$ cat config.mk
export PLATFORM = sky130hd
export DESIGN_NAME = gddr6_burst_to_bram_engine
export DESIGN_NICKNAME = d
export VERILOG_FILES = /design/src/rtl/gddr6_burst_to_bram_engine.sv
export SDC_FILE = /design/constraint.sdc
export NUM_CORES = 2
export LEC_CHECK = 0
export CAP_MARGIN = 20
export CORE_AREA = 4 4 399 401
export DETAILED_ROUTE_END_ITERATION = 8
export DIE_AREA = 0 0 403 405
export GPL_TIMING_DRIVEN = 0
export SYNTH_ARGS = -nofsm -noshare
export SYNTH_HDL_FRONTEND = slang
export SYNTH_SLANG_ARGS = --single-unit
$ cat constraint.sdc
create_clock -name i_clk -period 4.8 [get_ports i_clk]
set_input_delay 0.48 -clock i_clk [delete_from_list [all_inputs] [get_ports i_clk]]
set_output_delay 0.48 -clock i_clk [all_outputs]
set_load 0.005 [all_outputs]
$ cat src/rtl/gddr6_burst_to_bram_engine.sv
// Multi-beat GDDR6 (NAP AXI4 read) to BRAM mover with a per-lane operation and a 2-stage write pipe.
// Optional build macro GDDR6_BTB_CHECKSUM_EN adds o_checksum (XOR of every word written).
module gddr6_burst_to_bram_engine #(
    parameter int unsigned DATA_WIDTH      = 256,
    parameter int unsigned WORD_WIDTH      = 32,
    parameter int unsigned AXI_ADDR_WIDTH  = 28,
    parameter int unsigned BRAM_ADDR_WIDTH = 9,
    parameter int unsigned LEN_WIDTH       = 16,
    parameter int unsigned MAX_BURST       = 16,
    parameter int unsigned AXI_ID          = 0,
    parameter int unsigned ADD_CONST       = 42
) (
    input  logic                       i_clk,
    input  logic                       i_reset,
    input  logic                       i_start,
    input  logic [AXI_ADDR_WIDTH-1:0]  i_src_addr,
    input  logic [BRAM_ADDR_WIDTH-1:0] i_dst_addr,
    input  logic [LEN_WIDTH-1:0]       i_num_beats,
    input  logic [1:0]                 i_mode,
    input  logic [WORD_WIDTH-1:0]      i_add_value,
    input  logic                       i_abort,
    output logic                       o_busy,
    output logic                       o_done,
    output logic                       o_error,
    output logic [LEN_WIDTH-1:0]       o_beats_written,
    output logic                       o_axi_arvalid,
    input  logic                       i_axi_arready,
    output logic [AXI_ADDR_WIDTH-1:0]  o_axi_araddr,
    output logic [7:0]                 o_axi_arlen,
    output logic [7:0]                 o_axi_arid,
    output logic [2:0]                 o_axi_arsize,
    output logic [1:0]                 o_axi_arburst,
    input  logic                       i_axi_rvalid,
    output logic                       o_axi_rready,
    input  logic [DATA_WIDTH-1:0]      i_axi_rdata,
    input  logic                       i_axi_rlast,
    input  logic [1:0]                 i_axi_rresp,
    input  logic [7:0]                 i_axi_rid,
    output logic                       o_axi_awvalid,
    output logic [AXI_ADDR_WIDTH-1:0]  o_axi_awaddr,
    output logic [7:0]                 o_axi_awlen,
    output logic [7:0]                 o_axi_awid,
    output logic [2:0]                 o_axi_awsize,
    output logic [1:0]                 o_axi_awburst,
    output logic                       o_axi_wvalid,
    output logic [DATA_WIDTH-1:0]      o_axi_wdata,
    output logic [DATA_WIDTH/8-1:0]    o_axi_wstrb,
    output logic                       o_axi_wlast,
    output logic                       o_axi_bready,
`ifdef GDDR6_BTB_CHECKSUM_EN
    output logic [DATA_WIDTH-1:0]      o_checksum,
`endif
    output logic                       o_bram_wr_en,
    output logic [BRAM_ADDR_WIDTH-1:0] o_bram_wr_addr,
    output logic [DATA_WIDTH-1:0]      o_bram_wr_data
);

    localparam int unsigned BYTES = DATA_WIDTH / 8;
    localparam int unsigned OFFS  = $clog2(BYTES);
    localparam int unsigned LANES = DATA_WIDTH / WORD_WIDTH;
    localparam logic [7:0]  ID    = 8'(AXI_ID);
    localparam logic [AXI_ADDR_WIDTH-1:0] ADDR_MASK = ~(AXI_ADDR_WIDTH'(BYTES - 1));

    typedef enum logic [1:0] {StIdle, StAddr, StData, StDrain} state_e;

    state_e                     state_q;
    logic [AXI_ADDR_WIDTH-1:0]  cur_addr_q;
    logic [LEN_WIDTH-1:0]       remaining_q;
    logic [BRAM_ADDR_WIDTH-1:0] dst_q;
    logic [1:0]                 mode_q;
    logic [WORD_WIDTH-1:0]      add_q;
    logic                       abort_q;
    logic                       drop_q;
    logic [8:0]                 blen_q;
    logic                       s1_valid_q;
    logic [DATA_WIDTH-1:0]      s1_data_q;

    logic [12:0]           bound_beats;
    logic [31:0]           blen_w;
    logic [8:0]            blen_c;
    logic [DATA_WIDTH-1:0] op_data;
    logic [WORD_WIDTH-1:0] lane;
    logic [WORD_WIDTH-1:0] res;
    logic                  beat_hs;
    logic                  beat_bad;

    // Beats left before the next 4 KB page, capped by the request and MAX_BURST.
    always_comb begin
        bound_beats = (13'd4096 - {1'b0, cur_addr_q[11:0]}) >> OFFS;
        blen_w      = 32'(remaining_q);
        if (blen_w > MAX_BURST) blen_w = MAX_BURST;
        if (blen_w > 32'(bound_beats)) blen_w = 32'(bound_beats);
        blen_c      = blen_w[8:0];
    end

    always_comb begin
        op_data = i_axi_rdata;
        lane    = '0;
        res     = '0;
        for (int i = 0; i < LANES; i++) begin
            lane = i_axi_rdata[i*WORD_WIDTH +: WORD_WIDTH];
            case (mode_q)
                2'd0:    res = lane;
                2'd1:    res = lane + WORD_WIDTH'(ADD_CONST);
                2'd2:    res = lane + add_q;
                default: res = lane ^ add_q;
            endcase
            op_data[i*WORD_WIDTH +: WORD_WIDTH] = res;
        end
    end

    assign beat_hs  = i_axi_rvalid && o_axi_rready;
    assign beat_bad = (i_axi_rresp != 2'b00) || (i_axi_rid != ID);

    always_ff @(posedge i_clk) begin
        if (i_reset) begin
            state_q         <= StIdle;
            cur_addr_q      <= '0;
            remaining_q     <= '0;
            dst_q           <= '0;
            mode_q          <= '0;
            add_q           <= '0;
            abort_q         <= 1'b0;
            drop_q          <= 1'b0;
            blen_q          <= '0;
            s1_valid_q      <= 1'b0;
            s1_data_q       <= '0;
            o_busy          <= 1'b0;
            o_done          <= 1'b0;
            o_error         <= 1'b0;
            o_beats_written <= '0;
            o_axi_arvalid   <= 1'b0;
            o_axi_araddr    <= '0;
            o_axi_arlen     <= '0;
            o_axi_arid      <= '0;
            o_axi_arsize    <= '0;
            o_axi_arburst   <= '0;
            o_axi_rready    <= 1'b0;
            o_bram_wr_en    <= 1'b0;
            o_bram_wr_addr  <= '0;
            o_bram_wr_data  <= '0;
`ifdef GDDR6_BTB_CHECKSUM_EN
            o_checksum      <= '0;
`endif
        end else begin
            s1_valid_q   <= 1'b0;
            o_bram_wr_en <= s1_valid_q;
            if (s1_valid_q) begin
                o_bram_wr_addr  <= dst_q;
                o_bram_wr_data  <= s1_data_q;
                dst_q           <= dst_q + BRAM_ADDR_WIDTH'(1);
                o_beats_written <= o_beats_written + LEN_WIDTH'(1);
`ifdef GDDR6_BTB_CHECKSUM_EN
                o_checksum      <= o_checksum ^ s1_data_q;
`endif
            end
            if (o_busy && i_abort) abort_q <= 1'b1;

            case (state_q)
                StIdle: begin
                    if (i_start) begin
                        cur_addr_q      <= i_src_addr & ADDR_MASK;
                        remaining_q     <= i_num_beats;
                        dst_q           <= i_dst_addr;
                        mode_q          <= i_mode;
                        add_q           <= i_add_value;
                        abort_q         <= 1'b0;
                        drop_q          <= 1'b0;
                        o_error         <= 1'b0;
                        o_beats_written <= '0;
`ifdef GDDR6_BTB_CHECKSUM_EN
                        o_checksum      <= '0;
`endif
                        if (i_num_beats == '0) begin
                            o_done <= 1'b1;
                        end else begin
                            o_done  <= 1'b0;
                            o_busy  <= 1'b1;
                            state_q <= StAddr;
                        end
                    end
                end
                StAddr: begin
                    if (!o_axi_arvalid) begin
                        o_axi_arvalid <= 1'b1;
                        o_axi_araddr  <= cur_addr_q;
                        o_axi_arlen   <= 8'(blen_c - 9'd1);
                        o_axi_arid    <= ID;
                        o_axi_arsize  <= 3'(OFFS);
                        o_axi_arburst <= 2'b01;
                        blen_q        <= blen_c;
                    end else if (i_axi_arready) begin
                        o_axi_arvalid <= 1'b0;
                        o_axi_rready  <= 1'b1;
                        state_q       <= StData;
                    end
                end
                StData: begin
                    if (beat_hs) begin
                        // A bad beat poisons the rest of its burst; the burst is still drained.
                        if (beat_bad) begin
                            o_error <= 1'b1;
                            drop_q  <= 1'b1;
                        end else if (!drop_q) begin
                            s1_valid_q <= 1'b1;
                            s1_data_q  <= op_data;
                        end
                        if (i_axi_rlast) begin
                            o_axi_rready <= 1'b0;
                            cur_addr_q   <= cur_addr_q + (AXI_ADDR_WIDTH'(blen_q) << OFFS);
                            remaining_q  <= remaining_q - LEN_WIDTH'(blen_q);
                            if (remaining_q == LEN_WIDTH'(blen_q) || o_error || beat_bad ||
                                abort_q || i_abort) begin
                                state_q <= StDrain;
                            end else begin
                                state_q <= StAddr;
                            end
                        end
                    end
                end
                StDrain: begin
                    // Stage 2 commits on this edge, so only stage 1 must be empty.
                    if (!s1_valid_q) begin
                        o_done  <= 1'b1;
                        o_busy  <= 1'b0;
                        state_q <= StIdle;
                    end
                end
                default: state_q <= StIdle;
            endcase
        end
    end

    assign o_axi_awvalid = 1'b0;
    assign o_axi_awaddr  = '0;
    assign o_axi_awlen   = '0;
    assign o_axi_awid    = '0;
    assign o_axi_awsize  = '0;
    assign o_axi_awburst = '0;
    assign o_axi_wvalid  = 1'b0;
    assign o_axi_wdata   = '0;
    assign o_axi_wstrb   = '0;
    assign o_axi_wlast   = 1'b0;
    assign o_axi_bready  = 1'b0;

endmodule

### Yosys cells after proc, flatten, opt, wreduce, memory -nomap -nowiden

Cells that the tools add are included.

* div/mod/pow operators: 0
* reduce and logical (&&, ||, !) cells: 25
* $mul: 0
* equal/unequal tests: 14
* $lt $le $gt $ge: 2
* multiplexer cells: 56
* bitwise gates (word level): 13
* add/subtract/negate cells: 22
* shift operators: 0

Operators with widths (number)
* one-hot mux 32 bit (3 select lines): 8
* adder 32 bit: 8
* adder 32 x 6 -> 32 bit, second input constant: 8
* XOR 32 bit: 8
* two-way mux 16 bit: 7
* two-way mux 28 bit: 3
* one-hot mux 28 bit (2 select lines): 1
* two-way mux 9 bit: 4
* one-hot mux 16 bit (2 select lines): 1
* adder 28 x 14 -> 28 bit: 1
* two-way mux 1 bit: 19
* adder 16 x 1 -> 16 bit, second input constant: 1
* == test 16 x 9 -> 1 bit: 1
* greater-than comparator 16 x 5 -> 1 bit, second input constant: 1
* greater-than comparator 16 x 8 -> 1 bit: 1
* logical NOT 16 bit: 1
* two-way mux 2 bit: 8
* != test 2 bit, second input constant: 8
* AND reduction 4 bit: 4
* subtractor 16 x 9 -> 16 bit: 1
* subtractor 13 x 12 -> 13 bit, first input constant: 1
* adder 9 x 1 -> 9 bit, second input constant: 1
* one-hot mux 1 bit (2 select lines): 4
* one-hot mux 2 bit (4 select lines): 1
* other kinds (14): 31

* output and inout port bits: 677
* ROM bits: 0
* bits in writable memories: 0
* register bits after elaboration: 681
* memories: 0
* latch bits: 0
* word-level logic and storage cells: 155
* input bits: 360

### Longest topological paths before layout

* depth after elaboration: 9
* depth in mapped cells: 19
* gate-level depth less buffers: 17

### Worst setup path after synthesis

OpenSTA, ideal clock, no wires.

* kind: reg-to-reg
* from: reg remaining_q[9]
* to: reg o_axi_arlen[4]
* path buffers: 2
* library setup time: 0.086 ns
* data arrival time: 3.450 ns
* period minus slack after synthesis: 3.535 ns
* cell stages (with the launch flop): 19
* setup slack: 1.265 ns
* data required time: 4.714 ns
* cells stage by stage: dfxtp_1 or3_1 clkbuf_1 nor2_1 nand2_1 or3_1 ha_1 nor2b_1 o21a_1 o21ai_0 a21o_1 a21oi_1 clkbuf_1 nor2_1 a21oi_1 ha_1 o211ai_1 xnor2_1 a211oi_1

* longest elaborated chain between the ends: 5

Ends and longest elaborated chain
* start, declared: RTL line 68 `logic [LEN_WIDTH-1:0] remaining_q;`
* start signal, assigned: RTL line 163 `remaining_q <= i_num_beats;`
* start signal, assigned: RTL line 211 `remaining_q <= remaining_q - LEN_WIDTH'(blen_q);`
* greater-than comparator 16 x 5 -> 1 bit: RTL line 91 `if (blen_w > MAX_BURST) blen_w = MAX_BURST;`
* two-way mux 16 bit (*): RTL line 91
* greater-than comparator 16 x 8 -> 1 bit: RTL line 92 `if (blen_w > 32'(bound_beats)) blen_w = 32'(bound_beats);`
* two-way mux 9 bit (*): RTL line 92
* subtractor 8 x 1 -> 8 bit (*): RTL line 187 `o_axi_arlen <= 8'(blen_c - 9'd1);`
* end signal, assigned: RTL line 187
* end, declared: RTL line 29 `output logic [7:0] o_axi_arlen,`

Mark *: on every way between the ends. The rest lies on a longest branch, timed or not.
A chain may end at the register's enable or synchronous reset.

### Worst setup path after layout

* from: reg mode_q[0]
* to: reg s1_data_q[214]

* longest elaborated chain between the ends: 2
* elaborated cells on any way between the ends: 4
* classes of those cells: eq/ne (2); mux (1); reduce/logical (1)

Ends and longest elaborated chain
* start, declared: RTL line 70 `logic [1:0] mode_q;`
* start signal, assigned: RTL line 165 `mode_q <= i_mode;`
* == test 2 bit (tied with other cells): RTL line 102 `case (mode_q)`
* one-hot mux 32 bit (3 select lines) (*): RTL line 102
* end signal, assigned: RTL line 206 `s1_data_q <= op_data;`
* end, declared: RTL line 76 `logic [DATA_WIDTH-1:0] s1_data_q;`

Marked as above.

==> impl_metrics.tcl <==
set metrics [dict create \
    via_count 56000 \
    drt_iter0_drc 7257 \
    synth_fa_ha_area_frac 0.0786 \
    synth-edff-count 0 \
    seq_area_um2 13400 \
    crit_slowest_cell "nand2_1" \
    dieArea_um2 163000 \
    cp-start-kind "register" \
    cts_buffers 83 \
    synthCells 6293 \
    rr_worst_depth 9 \
    critPathMaxStageDelay_ps 1010 \
    rsz0062_at_grt "false" \
    cts_setup_buffers 0 \
    cts_max_level 3 \
    synth_seq_cells 670 \
    wl_per_cell_um 32.2 \
    multi_input_area_um2 31700 \
    fillCellCount 16100 \
    synth_compound_area_frac 0.221 \
    skew_ps 29.9 \
    avgSynthCellArea_um2 7.67 \
    antenna_found_initial 109 \
    drive_gt1_frac 0.0929 \
    status "complete, but fails checks" \
    synthToLayoutAreaGrowth_pct 32.3 \
    grt_max_degree 16 \
    worstHoldPathCells 3 \
    dr.pass1.iters 9 \
    first_global_vias 50100 \
    p_sw_frac 0.351 \
    fin_nets 8174 \
    ys_warn_count 0 \
    layoutNonFillerInstCount 9724 \
    setup_viol 42 \
    hold_buffers 0 \
    synth_top_family_by_area "compound AO/OA/AOI/OAI gates" \
    start_util 0.310 \
    p_per_area_nw_per_um2 269 \
    cts_buffer_depth 3 \
    synth_async_sr_flop_share 0 \
    synth-xor-area-share 0.0659 \
    dp_hpwl_mm 251 \
    cts_root_buf "clkbuf_16" \
    synth_most_common_cell "nor2_1" \
    hold_ws_ps 309 \
    clock_power_share 0.388 \
    cts_tree "built" \
    synth_top_cell_by_area "dfxtp_1" \
    port_buffers 675 \
    cp_cell_sequence "buf_2, inv_1, clkbuf_1, nand2_1, clkbuf_2, buf_1, buf_8, nor2_1, o21ai_1" \
    tns_ps -7550 \
    hold_path.class "input pin to register" \
    path_max_fanout 10 \
    synth_common_cells "nor2_1, dfxtp_1, nand2_1" \
    coreArea_um2 156000 \
    timing.final.hold_violations 0 \
    grt_util_all_layers 0.361 \
    die_w_um 403 \
    synth.area.top_cells "dfxtp_1, ha_1, mux2i_1" \
    post-place-cells 9489 \
    cap_violations 0 \
    required_ps 5460 \
    rows 145 \
    die_h_um 405 \
    seq_power_share 0.341 \
    synth-seq-area-share 0.278 \
    combPwrFrac 0.271 \
    cp-end-kind "register" \
    synthMuxAreaShare 0.0679 \
    finalMaxSlewViolations 0 \
    clkTransAtPathRegs_ps 70 \
    drc 0 \
    crit_type "register to register" \
    period_share 1.09 \
    drt-total-wl_mm 313 \
    synthFlopType "dfxtp_1" \
    synthSimpleGateAreaFrac 0.195 \
    p_leak_uw 0.0253 \
    synth_top_area_share 0.278 \
    internal_power_uw 11100 \
    cts_sinks 670 \
    boundaryPins 1037 \
    insertion_delay_ps 750 \
    worst_slew_margin_rel 0.0987 \
    synth_area_um2 48200 \
    power_switching_uw 6020 \
    fin_ws_ps -434 \
    layout_min_cycle_time_ps 5230 \
    worst_slew_pin_slew_ps 1350 \
    vdd_drop_max_v 0.000295 \
    place_congestion 1.05 \
    fmax_mhz 191 \
    grt-ovfl-total 0 \
    avgViaCountPerCell 5.76 \
    grt_pass1_wl_mm 412 \
    synth.distinct_cells 97 \
    violations "setup timing" \
    ant_nets 0 \
    cp_data_arrival_time_ps 5890 \
]
[final cells by class]
cell class	count	area share
diodes	85	0.00333
plain buffers	717	0.0642
clock buffers	109	0.0363
clock inverters	40	0.00755
inverters	112	0.00659
multi-input cells	5151	0.497
flip-flops and latches	670	0.210
well taps	2058	0.0403
repair buffers	782	0.135
[routing by layer]
layer,up-vias,share of wire,global-route usage
met2,4192,0.43,0.545
li1,24300,-,-
met1,26400,0.36,0.422
met4,52,0.079,0.261
met5,-,0.0011,0
met3,1073,0.13,0.132
[through the flow]
stage          instance area, µm²   util  total power [µW]  worst slack, ps
6_report                    63800  0.410             17200             -434
5_1_grt                     63700  0.409             17600             6.50
4_1_cts                     63600  0.408             17000             18.4
3_5_place_dp                60800  0.390             10400             -206
3_3_place_gp                58900  0.378             10200            -1660
2_1_floorplan               49600      -              8410             1260
[cell families after synthesis]
kind of cell	Yosys count
other cells	1
compound gates	1686
mux	326
fa+ha+maj	297
flops	670
simple gates	2120
buf+inv	830
xor+xnor	363
[path summary, 6_finish.rpt]
| path | to | from | slack, ps |
|---|---|---|---|
| hold reg to reg | o_axi_araddr[23]$_SDFFE_PP0P_ | o_axi_araddr[23]$_SDFFE_PP0P_ | 460 |
| hold / removal | add_q[24]$_SDFFE_PP0P_ | i_add_value[24] | 310 |
| setup / recovery | s1_data_q[214]$_SDFFE_PP0P_ | mode_q[0]$_SDFFE_PP0P_ | -430 |
| setup reg to reg | s1_data_q[214]$_SDFFE_PP0P_ | mode_q[0]$_SDFFE_PP0P_ | -430 |
[power groups by stage]
stage          clock (µW)  combinational, µW  sequential (µW)
3_3_place_gp            0               4190             6010
6_report             6650               4650             5860
4_1_cts              6710               4430             5840
5_1_grt              6890               4870             5850
2_1_floorplan           0               2550             5850
3_5_place_dp            0               4400             5970
[worst max-delay path: cells and delay by family (launching register included)]
family | cells | cell delay, ps
buffers and inverters | 6 | 3240
AO/OA/AOI/OAI | 1 | 140
AND/OR/NAND/NOR | 2 | 1080
flip-flops | 1 | 650
[placed cells by master, fill, tap and decap left out, types with 30 or more instances in the layout]
cell type / n
and3_1: 82
a21o_1: 136
buf_4: 358
nor2b_1: 44
nor3_1: 105
conb_1: 359
clkbuf_1: 266
clkbuf_2: 36
o21ai_0: 286
a21oi_1: 566
a311oi_1: 30
nor2_1: 809
diode_2: 85
buf_8: 83
a22oi_1: 66
xnor2_1: 223
inv_1: 110
nand4_1: 79
or3_1: 45
o21a_1: 37
o211ai_1: 51
buf_1: 53
o21bai_1: 34
nand2_1: 624
a211oi_1: 134
clkbuf_16: 83
dfxtp_1: 669
clkdlybuf4s50_1: 675
mux2i_1: 317
xor2_1: 140
o21ai_1: 52
nand3_1: 181
a31oi_1: 50
ha_1: 287
[timing repair]
| item | 4_1_cts | 5_1_grt |
|---|---|---|
| endpoints found under the setup margin | 14 | 3 |
| resized for setup | 2 | 6 |
| endpoints found under the hold margin | 0 | 0 |
| pin swaps | 0 | 0 |
[flip-flops by register name, indices dropped and copies added, names as in the netlist, 16 cells and up]
register,count
cur_addr_q,23
s1_data_q,256
o_axi_araddr,23
o_bram_wr_data,256
add_q,32
o_beats_written,16
remaining_q,16
Note: power is estimated with default switching activity, not from simulation.
